**src/rtl/freelist_alloc_sched_if.sv**
```systemverilog
// Requester-side and freelist-side signal bundle for the tag freelist scheduler.
// master: the scheduler; slave: requesters plus the freelist.
interface freelist_alloc_sched_if #(
    parameter int unsigned NUM_REQ       = 6,
    parameter int unsigned ENTRY_COUNT   = 12,
    parameter int unsigned ALLOC_WIDTH   = 4,
    parameter int unsigned DEALLOC_WIDTH = 4
);
    localparam int unsigned TAG_WIDTH = $clog2(ENTRY_COUNT);
    localparam int unsigned CNT_WIDTH = $clog2(ENTRY_COUNT + 1);

    logic [NUM_REQ-1:0]                          req_vld_i;
    logic [NUM_REQ-1:0]                          req_rdy_o;
    logic [NUM_REQ-1:0]                          rsp_vld_o;
    logic [NUM_REQ-1:0][TAG_WIDTH-1:0]           rsp_tag_o;
    logic [NUM_REQ-1:0]                          rel_vld_i;
    logic [NUM_REQ-1:0][TAG_WIDTH-1:0]           rel_tag_i;
    logic [NUM_REQ-1:0]                          rel_rdy_o;
    logic                                        flush_i;
    logic [ALLOC_WIDTH-1:0]                      fl_alloc_vld_o;
    logic [ALLOC_WIDTH-1:0][TAG_WIDTH-1:0]       fl_alloc_tag_i;
    logic [ALLOC_WIDTH-1:0]                      fl_alloc_rdy_i;
    logic [DEALLOC_WIDTH-1:0]                    fl_dealloc_vld_o;
    logic [DEALLOC_WIDTH-1:0][TAG_WIDTH-1:0]     fl_dealloc_tag_o;
    logic                                        fl_flush_o;
    logic [CNT_WIDTH-1:0]                        inuse_cnt_o;

    modport master (
        input  req_vld_i, rel_vld_i, rel_tag_i, flush_i, fl_alloc_tag_i, fl_alloc_rdy_i,
        output req_rdy_o, rsp_vld_o, rsp_tag_o, rel_rdy_o, fl_alloc_vld_o,
               fl_dealloc_vld_o, fl_dealloc_tag_o, fl_flush_o, inuse_cnt_o
    );

    modport slave (
        output req_vld_i, rel_vld_i, rel_tag_i, flush_i, fl_alloc_tag_i, fl_alloc_rdy_i,
        input  req_rdy_o, rsp_vld_o, rsp_tag_o, rel_rdy_o, fl_alloc_vld_o,
               fl_dealloc_vld_o, fl_dealloc_tag_o, fl_flush_o, inuse_cnt_o
    );
endinterface

```
**src/rtl/freelist_alloc_sched.sv**
```systemverilog
// Round-robin scheduler between tag requesters and a multi-port tag freelist:
// packs grants onto alloc ports, buffers and drains releases, sequences flush.
module freelist_alloc_sched #(
    parameter int unsigned NUM_REQ       = 6,
    parameter int unsigned ENTRY_COUNT   = 12,
    parameter int unsigned ALLOC_WIDTH   = 4,
    parameter int unsigned DEALLOC_WIDTH = 4
) (
    input  logic                  clk,
    input  logic                  rst,
    freelist_alloc_sched_if.master bus
);
    localparam int unsigned TAG_WIDTH = $clog2(ENTRY_COUNT);
    localparam int unsigned CNT_WIDTH = $clog2(ENTRY_COUNT + 1);
    localparam int unsigned PTR_W     = (NUM_REQ > 1) ? $clog2(NUM_REQ) : 1;
    localparam int unsigned APORT_W   = (ALLOC_WIDTH > 1) ? $clog2(ALLOC_WIDTH) : 1;
    localparam int unsigned DPORT_W   = (DEALLOC_WIDTH > 1) ? $clog2(DEALLOC_WIDTH) : 1;
    localparam int unsigned ACNT_W    = $clog2(ALLOC_WIDTH + 1);
    localparam int unsigned DCNT_W    = $clog2(DEALLOC_WIDTH + 1);
    localparam int unsigned SUM_W     = CNT_WIDTH + 1;

    typedef enum logic {RUN = 1'b0, FLUSH = 1'b1} state_t;

    state_t                            state_q, state_d;
    logic [PTR_W-1:0]                  alloc_ptr_q, rel_ptr_q;
    logic [NUM_REQ-1:0]                rel_pend_q;
    logic [NUM_REQ-1:0][TAG_WIDTH-1:0] rel_tag_q;
    logic [NUM_REQ-1:0]                rsp_vld_q;
    logic [NUM_REQ-1:0][TAG_WIDTH-1:0] rsp_tag_q;
    logic                              fl_flush_q;
    logic [CNT_WIDTH-1:0]              inuse_q;

    logic [NUM_REQ-1:0]                gnt;
    logic [NUM_REQ-1:0][APORT_W-1:0]   gnt_port;
    logic [ACNT_W-1:0]                 gnt_cnt;
    logic [PTR_W-1:0]                  gnt_last;
    logic [ALLOC_WIDTH-1:0]            avld;
    logic [NUM_REQ-1:0]                drn;
    logic [DCNT_W-1:0]                 drn_cnt;
    logic [PTR_W-1:0]                  drn_last;
    logic [DEALLOC_WIDTH-1:0]          dvld;
    logic [DEALLOC_WIDTH-1:0][TAG_WIDTH-1:0] dtag;
    logic                              run;
    logic [SUM_W-1:0]                  inuse_next;

    // Grant scan: stops at the first requester whose packed port is not ready.
    always_comb begin : alloc_scan
        logic             stop;
        logic [PTR_W-1:0] r;
        gnt      = '0;
        gnt_port = '0;
        gnt_cnt  = '0;
        gnt_last = alloc_ptr_q;
        avld     = '0;
        stop     = 1'b0;
        r        = '0;
        for (int i = 0; i < int'(NUM_REQ); i++) begin
            r = PTR_W'((32'(alloc_ptr_q) + 32'(i)) % NUM_REQ);
            if (bus.req_vld_i[r] && !stop) begin
                if (gnt_cnt < ACNT_W'(ALLOC_WIDTH)) begin
                    if (bus.fl_alloc_rdy_i[APORT_W'(gnt_cnt)]) begin
                        gnt[r]                 = 1'b1;
                        gnt_port[r]            = APORT_W'(gnt_cnt);
                        avld[APORT_W'(gnt_cnt)] = 1'b1;
                        gnt_last               = r;
                        gnt_cnt                = gnt_cnt + ACNT_W'(1);
                    end else begin
                        stop = 1'b1;
                    end
                end else begin
                    stop = 1'b1;
                end
            end
        end
    end

    // Release drain scan: the freelist always accepts, so only port count limits it.
    always_comb begin : drain_scan
        logic [PTR_W-1:0] r;
        drn      = '0;
        drn_cnt  = '0;
        drn_last = rel_ptr_q;
        dvld     = '0;
        dtag     = '0;
        r        = '0;
        for (int i = 0; i < int'(NUM_REQ); i++) begin
            r = PTR_W'((32'(rel_ptr_q) + 32'(i)) % NUM_REQ);
            if (rel_pend_q[r] && (drn_cnt < DCNT_W'(DEALLOC_WIDTH))) begin
                drn[r]                   = 1'b1;
                dvld[DPORT_W'(drn_cnt)]  = 1'b1;
                dtag[DPORT_W'(drn_cnt)]  = rel_tag_q[r];
                drn_last                 = r;
                drn_cnt                  = drn_cnt + DCNT_W'(1);
            end
        end
    end

    always_ff @(posedge clk) begin : state_reg
        if (rst) state_q <= RUN;
        else     state_q <= state_d;
    end

    always_comb begin : next_state
        state_d = state_q;
        case (state_q)
            RUN:     if (bus.flush_i)  state_d = FLUSH;
            FLUSH:   if (!bus.flush_i) state_d = RUN;
            default: state_d = RUN;
        endcase
    end

    always_comb begin : fsm_out
        run                  = 1'b0;
        bus.req_rdy_o        = '0;
        bus.fl_alloc_vld_o   = '0;
        bus.rel_rdy_o        = '0;
        bus.fl_dealloc_vld_o = '0;
        bus.fl_dealloc_tag_o = '0;
        if (state_q == RUN && !bus.flush_i) begin
            run                  = 1'b1;
            bus.req_rdy_o        = gnt;
            bus.fl_alloc_vld_o   = avld;
            bus.rel_rdy_o        = ~rel_pend_q;
            bus.fl_dealloc_vld_o = dvld;
            bus.fl_dealloc_tag_o = dtag;
        end
    end

    // Grants and drains of the same cycle net out; clamp keeps the count in range.
    always_comb begin : inuse_calc
        logic [SUM_W-1:0] up;
        up         = SUM_W'(inuse_q) + SUM_W'(gnt_cnt);
        inuse_next = (up < SUM_W'(drn_cnt)) ? '0 : up - SUM_W'(drn_cnt);
        if (inuse_next > SUM_W'(ENTRY_COUNT)) inuse_next = SUM_W'(ENTRY_COUNT);
    end

    always_ff @(posedge clk) begin : datapath
        if (rst) begin
            alloc_ptr_q <= '0;
            rel_ptr_q   <= '0;
            rel_pend_q  <= '0;
            rel_tag_q   <= '0;
            rsp_vld_q   <= '0;
            rsp_tag_q   <= '0;
            fl_flush_q  <= 1'b0;
            inuse_q     <= '0;
        end else begin
            fl_flush_q <= (state_d == FLUSH);
            if (state_q == FLUSH) begin
                alloc_ptr_q <= '0;
                rel_ptr_q   <= '0;
                rel_pend_q  <= '0;
                rsp_vld_q   <= '0;
                inuse_q     <= '0;
            end else if (run) begin
                if (gnt != '0) alloc_ptr_q <= PTR_W'((32'(gnt_last) + 32'd1) % NUM_REQ);
                if (drn != '0) rel_ptr_q   <= PTR_W'((32'(drn_last) + 32'd1) % NUM_REQ);
                rsp_vld_q  <= gnt;
                rel_pend_q <= (rel_pend_q & ~drn) | (bus.rel_vld_i & ~rel_pend_q);
                inuse_q    <= CNT_WIDTH'(inuse_next);
                for (int r = 0; r < int'(NUM_REQ); r++) begin
                    if (gnt[r]) rsp_tag_q[r] <= bus.fl_alloc_tag_i[gnt_port[r]];
                    if (bus.rel_vld_i[r] && !rel_pend_q[r]) rel_tag_q[r] <= bus.rel_tag_i[r];
                end
            end else begin
                rsp_vld_q <= '0;
            end
        end
    end

    assign bus.rsp_vld_o   = rsp_vld_q;
    assign bus.rsp_tag_o   = rsp_tag_q;
    assign bus.fl_flush_o  = fl_flush_q;
    assign bus.inuse_cnt_o = inuse_q;
endmodule

```
**src/flat_wrapper.sv**
```systemverilog
// flat-port wrapper written by rule: the top's interface ports become plain ports
module freelist_alloc_sched_flat 
#(
    parameter int unsigned NUM_REQ       = 6,
    parameter int unsigned ENTRY_COUNT   = 12,
    parameter int unsigned ALLOC_WIDTH   = 4,
    parameter int unsigned DEALLOC_WIDTH = 4
)
  (clk, rst, bus_req_vld_i, bus_rel_vld_i, bus_rel_tag_i, bus_flush_i, bus_fl_alloc_tag_i, bus_fl_alloc_rdy_i, bus_req_rdy_o, bus_rsp_vld_o, bus_rsp_tag_o, bus_rel_rdy_o, bus_fl_alloc_vld_o, bus_fl_dealloc_vld_o, bus_fl_dealloc_tag_o, bus_fl_flush_o, bus_inuse_cnt_o);
  freelist_alloc_sched_if #(.NUM_REQ(NUM_REQ), .ENTRY_COUNT(ENTRY_COUNT), .ALLOC_WIDTH(ALLOC_WIDTH), .DEALLOC_WIDTH(DEALLOC_WIDTH)) bus_i ();
  input  logic clk;
  input  logic rst;
  input wire logic [$bits(bus_i.req_vld_i)-1:0] bus_req_vld_i;
  input wire logic [$bits(bus_i.rel_vld_i)-1:0] bus_rel_vld_i;
  input wire logic [$bits(bus_i.rel_tag_i)-1:0] bus_rel_tag_i;
  input wire logic [$bits(bus_i.flush_i)-1:0] bus_flush_i;
  input wire logic [$bits(bus_i.fl_alloc_tag_i)-1:0] bus_fl_alloc_tag_i;
  input wire logic [$bits(bus_i.fl_alloc_rdy_i)-1:0] bus_fl_alloc_rdy_i;
  output wire logic [$bits(bus_i.req_rdy_o)-1:0] bus_req_rdy_o;
  output wire logic [$bits(bus_i.rsp_vld_o)-1:0] bus_rsp_vld_o;
  output wire logic [$bits(bus_i.rsp_tag_o)-1:0] bus_rsp_tag_o;
  output wire logic [$bits(bus_i.rel_rdy_o)-1:0] bus_rel_rdy_o;
  output wire logic [$bits(bus_i.fl_alloc_vld_o)-1:0] bus_fl_alloc_vld_o;
  output wire logic [$bits(bus_i.fl_dealloc_vld_o)-1:0] bus_fl_dealloc_vld_o;
  output wire logic [$bits(bus_i.fl_dealloc_tag_o)-1:0] bus_fl_dealloc_tag_o;
  output wire logic [$bits(bus_i.fl_flush_o)-1:0] bus_fl_flush_o;
  output wire logic [$bits(bus_i.inuse_cnt_o)-1:0] bus_inuse_cnt_o;
  assign bus_i.req_vld_i = bus_req_vld_i;
  assign bus_i.rel_vld_i = bus_rel_vld_i;
  assign bus_i.rel_tag_i = bus_rel_tag_i;
  assign bus_i.flush_i = bus_flush_i;
  assign bus_i.fl_alloc_tag_i = bus_fl_alloc_tag_i;
  assign bus_i.fl_alloc_rdy_i = bus_fl_alloc_rdy_i;
  assign bus_req_rdy_o = bus_i.req_rdy_o;
  assign bus_rsp_vld_o = bus_i.rsp_vld_o;
  assign bus_rsp_tag_o = bus_i.rsp_tag_o;
  assign bus_rel_rdy_o = bus_i.rel_rdy_o;
  assign bus_fl_alloc_vld_o = bus_i.fl_alloc_vld_o;
  assign bus_fl_dealloc_vld_o = bus_i.fl_dealloc_vld_o;
  assign bus_fl_dealloc_tag_o = bus_i.fl_dealloc_tag_o;
  assign bus_fl_flush_o = bus_i.fl_flush_o;
  assign bus_inuse_cnt_o = bus_i.inuse_cnt_o;
  freelist_alloc_sched #(.NUM_REQ(NUM_REQ), .ENTRY_COUNT(ENTRY_COUNT), .ALLOC_WIDTH(ALLOC_WIDTH), .DEALLOC_WIDTH(DEALLOC_WIDTH)) u_core (.clk(clk), .rst(rst), .bus(bus_i));
endmodule
```
**config.mk**
```make
export PLATFORM = sky130hd
export DESIGN_NAME = freelist_alloc_sched_flat
export DESIGN_NICKNAME = d
export VERILOG_FILES = /design/src/rtl/freelist_alloc_sched_if.sv /design/src/rtl/freelist_alloc_sched.sv /design/src/flat_wrapper.sv
export SDC_FILE = /design/constraint.sdc
export NUM_CORES = 1
export LEC_CHECK = 0
export ABC_AREA = 1
export BUFFER_PORTS_ARGS = -buffer_cell sky130_fd_sc_hd__buf_2
export CAP_MARGIN = 20
export CELL_PAD_IN_SITES_DETAIL_PLACEMENT = 0
export CELL_PAD_IN_SITES_GLOBAL_PLACEMENT = 1
export CORE_AREA = 2 2 151 153
export CTS_CLUSTER_SIZE = 16
export DETAILED_ROUTE_END_ITERATION = 7
export DIE_AREA = 0 0 153 155
export GPL_TIMING_DRIVEN = 1
export PLACE_DENSITY_LB_ADDON = 0.1
export SLEW_MARGIN = 25
export SYNTH_ARGS = -nofsm -noshare
export SYNTH_HDL_FRONTEND = slang
export SYNTH_SLANG_ARGS = --single-unit
```
**constraint.sdc**
```tcl
create_clock -name clk -period 14.45 [get_ports clk]
set_input_delay 2.89 -clock clk [delete_from_list [all_inputs] [get_ports clk]]
set_output_delay 2.89 -clock clk [all_outputs]
set_load 0.01 [all_outputs]
```
# ---- After elaboration in Yosys (flattened, before gate mapping)
# Cells that the tools add are included.
dict set report totals {
  out_inout_bits 71
  regBits 71
  wordCells 482
}
dict set report classes {
  n_reduce_logical 69
  bitwise 28
  add_sub_neg 24
  mux 267
  order_cmp 62
  n_div 14
}
# operator count
set ops {}
lappend ops {{$mod A32 B3 Y32 const B} 12}
lappend ops {{$mux W12} 15}
lappend ops {{$mux W4} 41}
lappend ops {{$mux W6} 25}
lappend ops {{$mux W3} 43}
lappend ops {{$mux W16} 6}
lappend ops {{$bwmux W16} 5}
lappend ops {{$bmux W4 S3} 6}
lappend ops {{$or A6 B6 Y6} 11}
lappend ops {{$mod A3 B3 Y32 const B} 2}
lappend ops {{$mux W1} 61}
lappend ops {{$bmux W4 S2} 6}
lappend ops {{$bwmux W12} 4}
lappend ops {{$lt A3 B4 Y1 const B} 12}
lappend ops {{$lt A2 B3 Y1 const B} 14}
lappend ops {{$demux W4 S2} 5}
lappend ops {{$logic_and A1 B1 Y1} 39}
lappend ops {{$bmux W1 S3} 12}
lappend ops {{$demux W1 S3} 12}
lappend ops {{$ge A3 B1 Y1 const B} 12}
lappend ops {{$reduce_and A3 Y1} 12}
lappend ops {{$or A4 B4 Y4} 8}
lappend ops {{$demux W2 S3} 5}
lappend ops {{$add A3 B1 Y3 const B} 8}
lappend ops {{26 further kinds} 88}

# ---- Longest topological paths before layout
dict set report logic_depth {
  ltp_word 34
  depth_mapped 52
  depth_no_buf 52
}

# ---- Worst setup path before layout
# Ideal clock, no wire load.
dict set report synth_path {
  kind {input port to output port}
  startpoint {input port bus_req_vld_i[0]}
  endpoint {output port bus_req_rdy_o[0]}
  path_stages 33
  t_arrival_ns 6.966
  setup_slack_ns 4.594
  n_path_buf 1
  path_cell_list {o21ai_0 -> nand3_1 -> nand2_1 -> nand2_1 -> nand3_2 -> nand2_2 -> nor2_4 -> nand2_2 -> nand2_4 -> inv_2 -> ha_1 -> nand3b_1 -> nand2_4 -> inv_2 -> ha_1 -> nor2_1 -> nand2_1 -> nand2_4 -> clkinv_2 -> ha_1 -> inv_1 -> nand2_2 -> nand3_2 -> o21ai_4 -> inv_2 -> nand3_2 -> nand3_4 -> inv_4 -> buf_12 -> nand3_4 -> nand2_2 -> nand2_1 -> inv_2}
}
dict set report synth_via {
  elab_chain_cells 29
  word_cells_on_any_way 89
  classes_between {add/sub (4); order compare (5); mux (65); bitwise (5); reduce/logical (10)}
}
# item line_no
set synth_rtl {}
lappend synth_rtl {{start, declared} flat_wrapper.sv:13} ;# input wire logic [$bits(bus_i.req_vld_i)-1:0] bus_req_vld_i;
lappend synth_rtl {{branches (longest 27 deep; another with $add A3 B1 Y3)} -}
lappend synth_rtl {{$mux W6 *} freelist_alloc_sched.sv:59} ;# if (bus.req_vld_i[r] && !stop) begin
lappend synth_rtl {{$mux W6 *} freelist_alloc_sched.sv:119} ;# if (state_q == RUN && !bus.flush_i) begin
lappend synth_rtl {{end, declared} flat_wrapper.sv:19} ;# output wire logic [$bits(bus_i.req_rdy_o)-1:0] bus_req_rdy_o;
# Mark *: on every way between the ends. The select of a mux whose other input is x is not followed.

# ---- Final worst setup path
dict set report layout_path {
  startpoint {input port bus_req_vld_i[0]}
  endpoint {output port bus_req_rdy_o[4]}
}
# Same word-level chain as after synthesis.

==> impl_metrics.csv <==
group,metric,value,unit
status,status,"complete, no violations",
routing,drcViolationCount,0,
timing,finalWorstSetupSlack,3.610,ns
routing,drt_iter0_drc,950,
logic_synthesis,syn-instance-count,1614,
grt,grt_pass1_wl,55680,µm
die,initial_core_util,43.95,%
power,power.switching,1610,µW
placement,postPlaceCellArea,10590,µm²
clocking,htreeDepth,3,
clocking,insertion_delay,0.36,ns
timing,finalHoldViolations,0,
timing,fin_crit_sh,75.02,%
power,power_density,245.4,nW/µm²
routing,vias,11110,
timing,setup_viol,0,
logic_synthesis,synth-simple-area-share,34.69,%
clocking,cts_setup_buffers,0,
final_layout,drive_above_1_share,15.95,%
critical_path,cp_slowest_cell,"ha_1",
critical_path,crit_path_frequent_cell,"nand2_1",
routing,postRouteAntennaNets,0,
timing,worst_clock_skew,0.01041,ns
logic_synthesis,yosysTopAreaCellShare,14.55,%
die,rows,55,
min_path,hold_path_class,"flop to flop",
routing,via_per_inst,5.531,
critical_path,crit_path_end_kind,"primary output",
clocking,holdBufCountCts,0,
clocking,cts_buffers,9,
final_layout,nNetsFinal,1853,
clocking,cts-root-buf,"clkbuf_16",
timing,worstMarginPinSlew,0.9855,ns
die,core,22230,µm²
clocking,post_cts_resized,0,
timing,fin_hold_ws,0.4686,ns
logic_synthesis,synth-adder-area-share,9.837,%
critical_path,required,11.56,ns
logic_synthesis,synth_seq_cells,71,
logic_synthesis,synth_top_family_by_area,"simple AND/OR/NAND/NOR gates",
logic_synthesis,syn-cell-area,9768,µm²
critical_path,max_stage_delay,0.30,ns
logic_synthesis,synth-compound-area-share,27.23,%
clocking,cts_buffer_depth,2,
timing,drv_slew,0,
power,p_leak,0.005456,µW
timing,fin_tns_setup,0,ns
grt,grt_overflow,0,
die,die_w,153,µm
power,p_sw_share,60.18,%
placement,place_ws,3.664,ns
timing,grt_setup_unrepaired,"no",
power,clkPwrFrac,9.3,%
timing,maxSlewHeadroom,33.90,%
routing,routedWlPerCell,17.44,µm
final_layout,area_delta_synth_final,11.59,%
critical_path,critical_path_class,"primary input to primary output",
grt,antenna_found_initial,0,
final_layout,n_antenna_cell,0,
timing,fin_crit,10.84,ns
power,ir_drop,0.1388,mV
clocking,cts_sinks,71,
final_layout,design_area,10900,µm²
power,internal_power,1065,µW
timing,max_freq,92.25,MHz
power,fin_total_pwr,2675,µW
job,maxCapViolations,0,
placement,place.gp.congestion,0.9740,
logic_synthesis,synth_nets,1748,
logic_synthesis,avgSynthCellArea,6.052,µm²
logic_synthesis,async_flop_share,0,%
grt,grtUsageTotal,29.04,%
routing,totalWireLength,35040,µm
grt,grt_pass1_vias,10350,
placement,io_buffers,129,
critical_path,crit_fanout,12,
die,io_pins,130,
logic_synthesis,synthFlopType,"dfxtp_1",
logic_synthesis,yosys_warnings,0,
grt,grt_max_degree,69,
clocking,cts.clk_slew.worst_paths,0.06,ns
placement,hpwlAfterDp,27910,µm
die,die_h,155,µm
power,pwr-share-comb,81.1,%
critical_path,arrival,7.95,ns
final_layout,fill_cells,2456,
routing,drt_pass1_iterations,5,
logic_synthesis,post_synth_num_cell_types,67,
power,power_frac_seq,9.5,%
logic_synthesis,synthTopCellsByArea,"dfxtp_1, nand2_1, ha_1",
die,dieArea,23720,µm²
critical_path,startpoint_type,"primary input",
logic_synthesis,synthMuxAreaShare,0.1153,%
logic_synthesis,yosysTopAreaCell,"dfxtp_1",
logic_synthesis,ys_seq_area_share,14.55,%
logic_synthesis,synth-edff-count,0,
clocking,cts_tree,"done",
logic_synthesis,yosys.area_share.xor_xnor,1.255,%
==> power groups by stage <==
| stage | clock network (µW) | logic [µW] | registers [µW] |
|---|---|---|---|
| after floorplan | 0 | 1590 | 267 |
| after detailed placement | 0 | 2130 | 259 |
| final | 250 | 2170 | 255 |
| after global placement | 0 | 2120 | 259 |
| after global routing | 259 | 2440 | 260 |
| after CTS | 255 | 2150 | 255 |
==> placed cells by master, fill, tap and decap left out, types with 11 or more instances in the layout <==
cell type and n:
a21oi_1 105, a31oi_1 14, buf_2 129, dfxtp_1 70
ha_1 72, inv_1 229, inv_2 25, nand2_1 377
nand2_2 23, nand2_4 11, nand3_1 89, nand3_4 13
nand4_1 15, nor2_1 139, nor3_1 15, o211ai_1 49
o21ai_0 169, o221ai_1 13, xor2_1 13
==> critical path: cells and delay by family <==
family	cells	cell delay [ns]
compound gates	2	0.43
fa+ha+maj	3	0.81
buf+inv	9	1.24
simple gates	19	2.58
==> cell type report <==
type	count	area (µm²)	share of cell area (%)
Multi-Input combinational cell	1242	7143	65.53
Sequential cell	71	1423	13.05
Inverter	262	989.7	9.079
Timing Repair Buffer	133	675.6	6.198
Tap cell	285	356.6	3.271
Clock buffer	9	225.2	2.066
Clock inverter	7	87.58	0.8035
==> cell usage after synthesis, types with 14 or more instances <==
cell and number:
ha_1 72, o21ai_0 169, a31oi_1 14, a21oi_1 105
nand2_1 377, inv_2 25, nand4_1 15, nand3_1 89
nand2_2 23, dfxtp_1 71, o211ai_1 49, clkbuf_1 27
nor2_1 139, inv_1 229, nor3_1 15
==> registers in the layout, summed over array words and instances (netlist names) <==
register	flops
u_core.bus.rsp_vld_o	6
u_core.state_q	1
u_core.rel_tag_q	24
u_core.rel_ptr_q	3
u_core.bus.rsp_tag_o	24
u_core.rel_pend_q	6
u_core.alloc_ptr_q	3
u_core.bus.inuse_cnt_o	4
==> final timing paths <==
check | start | endpoint | slack, ns | cells past startpoint
max reg2reg | u_core.rel_ptr_q[0]$_SDFFE_PP0P_ | u_core.bus.inuse_cnt_o[1]$_SDFFE_PP0P_ | 5.70 | 35
max | bus_req_vld_i[0] | bus_req_rdy_o[4] | 3.61 | 33
min | u_core.rel_tag_q[2]$_SDFFE_PP0P_ | u_core.rel_tag_q[2]$_SDFFE_PP0P_ | 0.47 | 2
min reg2reg | u_core.rel_tag_q[2]$_SDFFE_PP0P_ | u_core.rel_tag_q[2]$_SDFFE_PP0P_ | 0.47 | 2
==> stage by stage <==
stage | util [%] | cells
detailed placement | 47.63 | 1993
global placement | 47.63 | 1993
global route | 49.04 | 2009
floorplan | - | 1614
CTS | 49.04 | 2009
finish | 49.04 | 2009
==> routing by layer <==
| layer | wire length [µm] | track usage (%) | up-vias |
|---|---|---|---|
| met5 | 0 | 0 | - |
| met1 | 14830 | 36.44 | 5112 |
| met3 | 1612 | 2.897 | 65 |
| met2 | 17660 | 52.72 | 330 |
| met4 | 932 | 8.598 | 0 |
| li1 | - | - | 5605 |
==> kinds of logic (layout without fill, tap and decap cells) <==
family / Yosys count / in the layout
AO/OA/AOI/OAI: 435 / 435
XOR/XNOR: 14 / 14
adder cells (fa/ha/maj): 75 / 75
buffers and inverters: 301 / 411
flip-flops: 71 / 71
multiplexers: 1 / 1
AND/OR/NAND/NOR: 717 / 717
(Power assumes the default switching activity.)
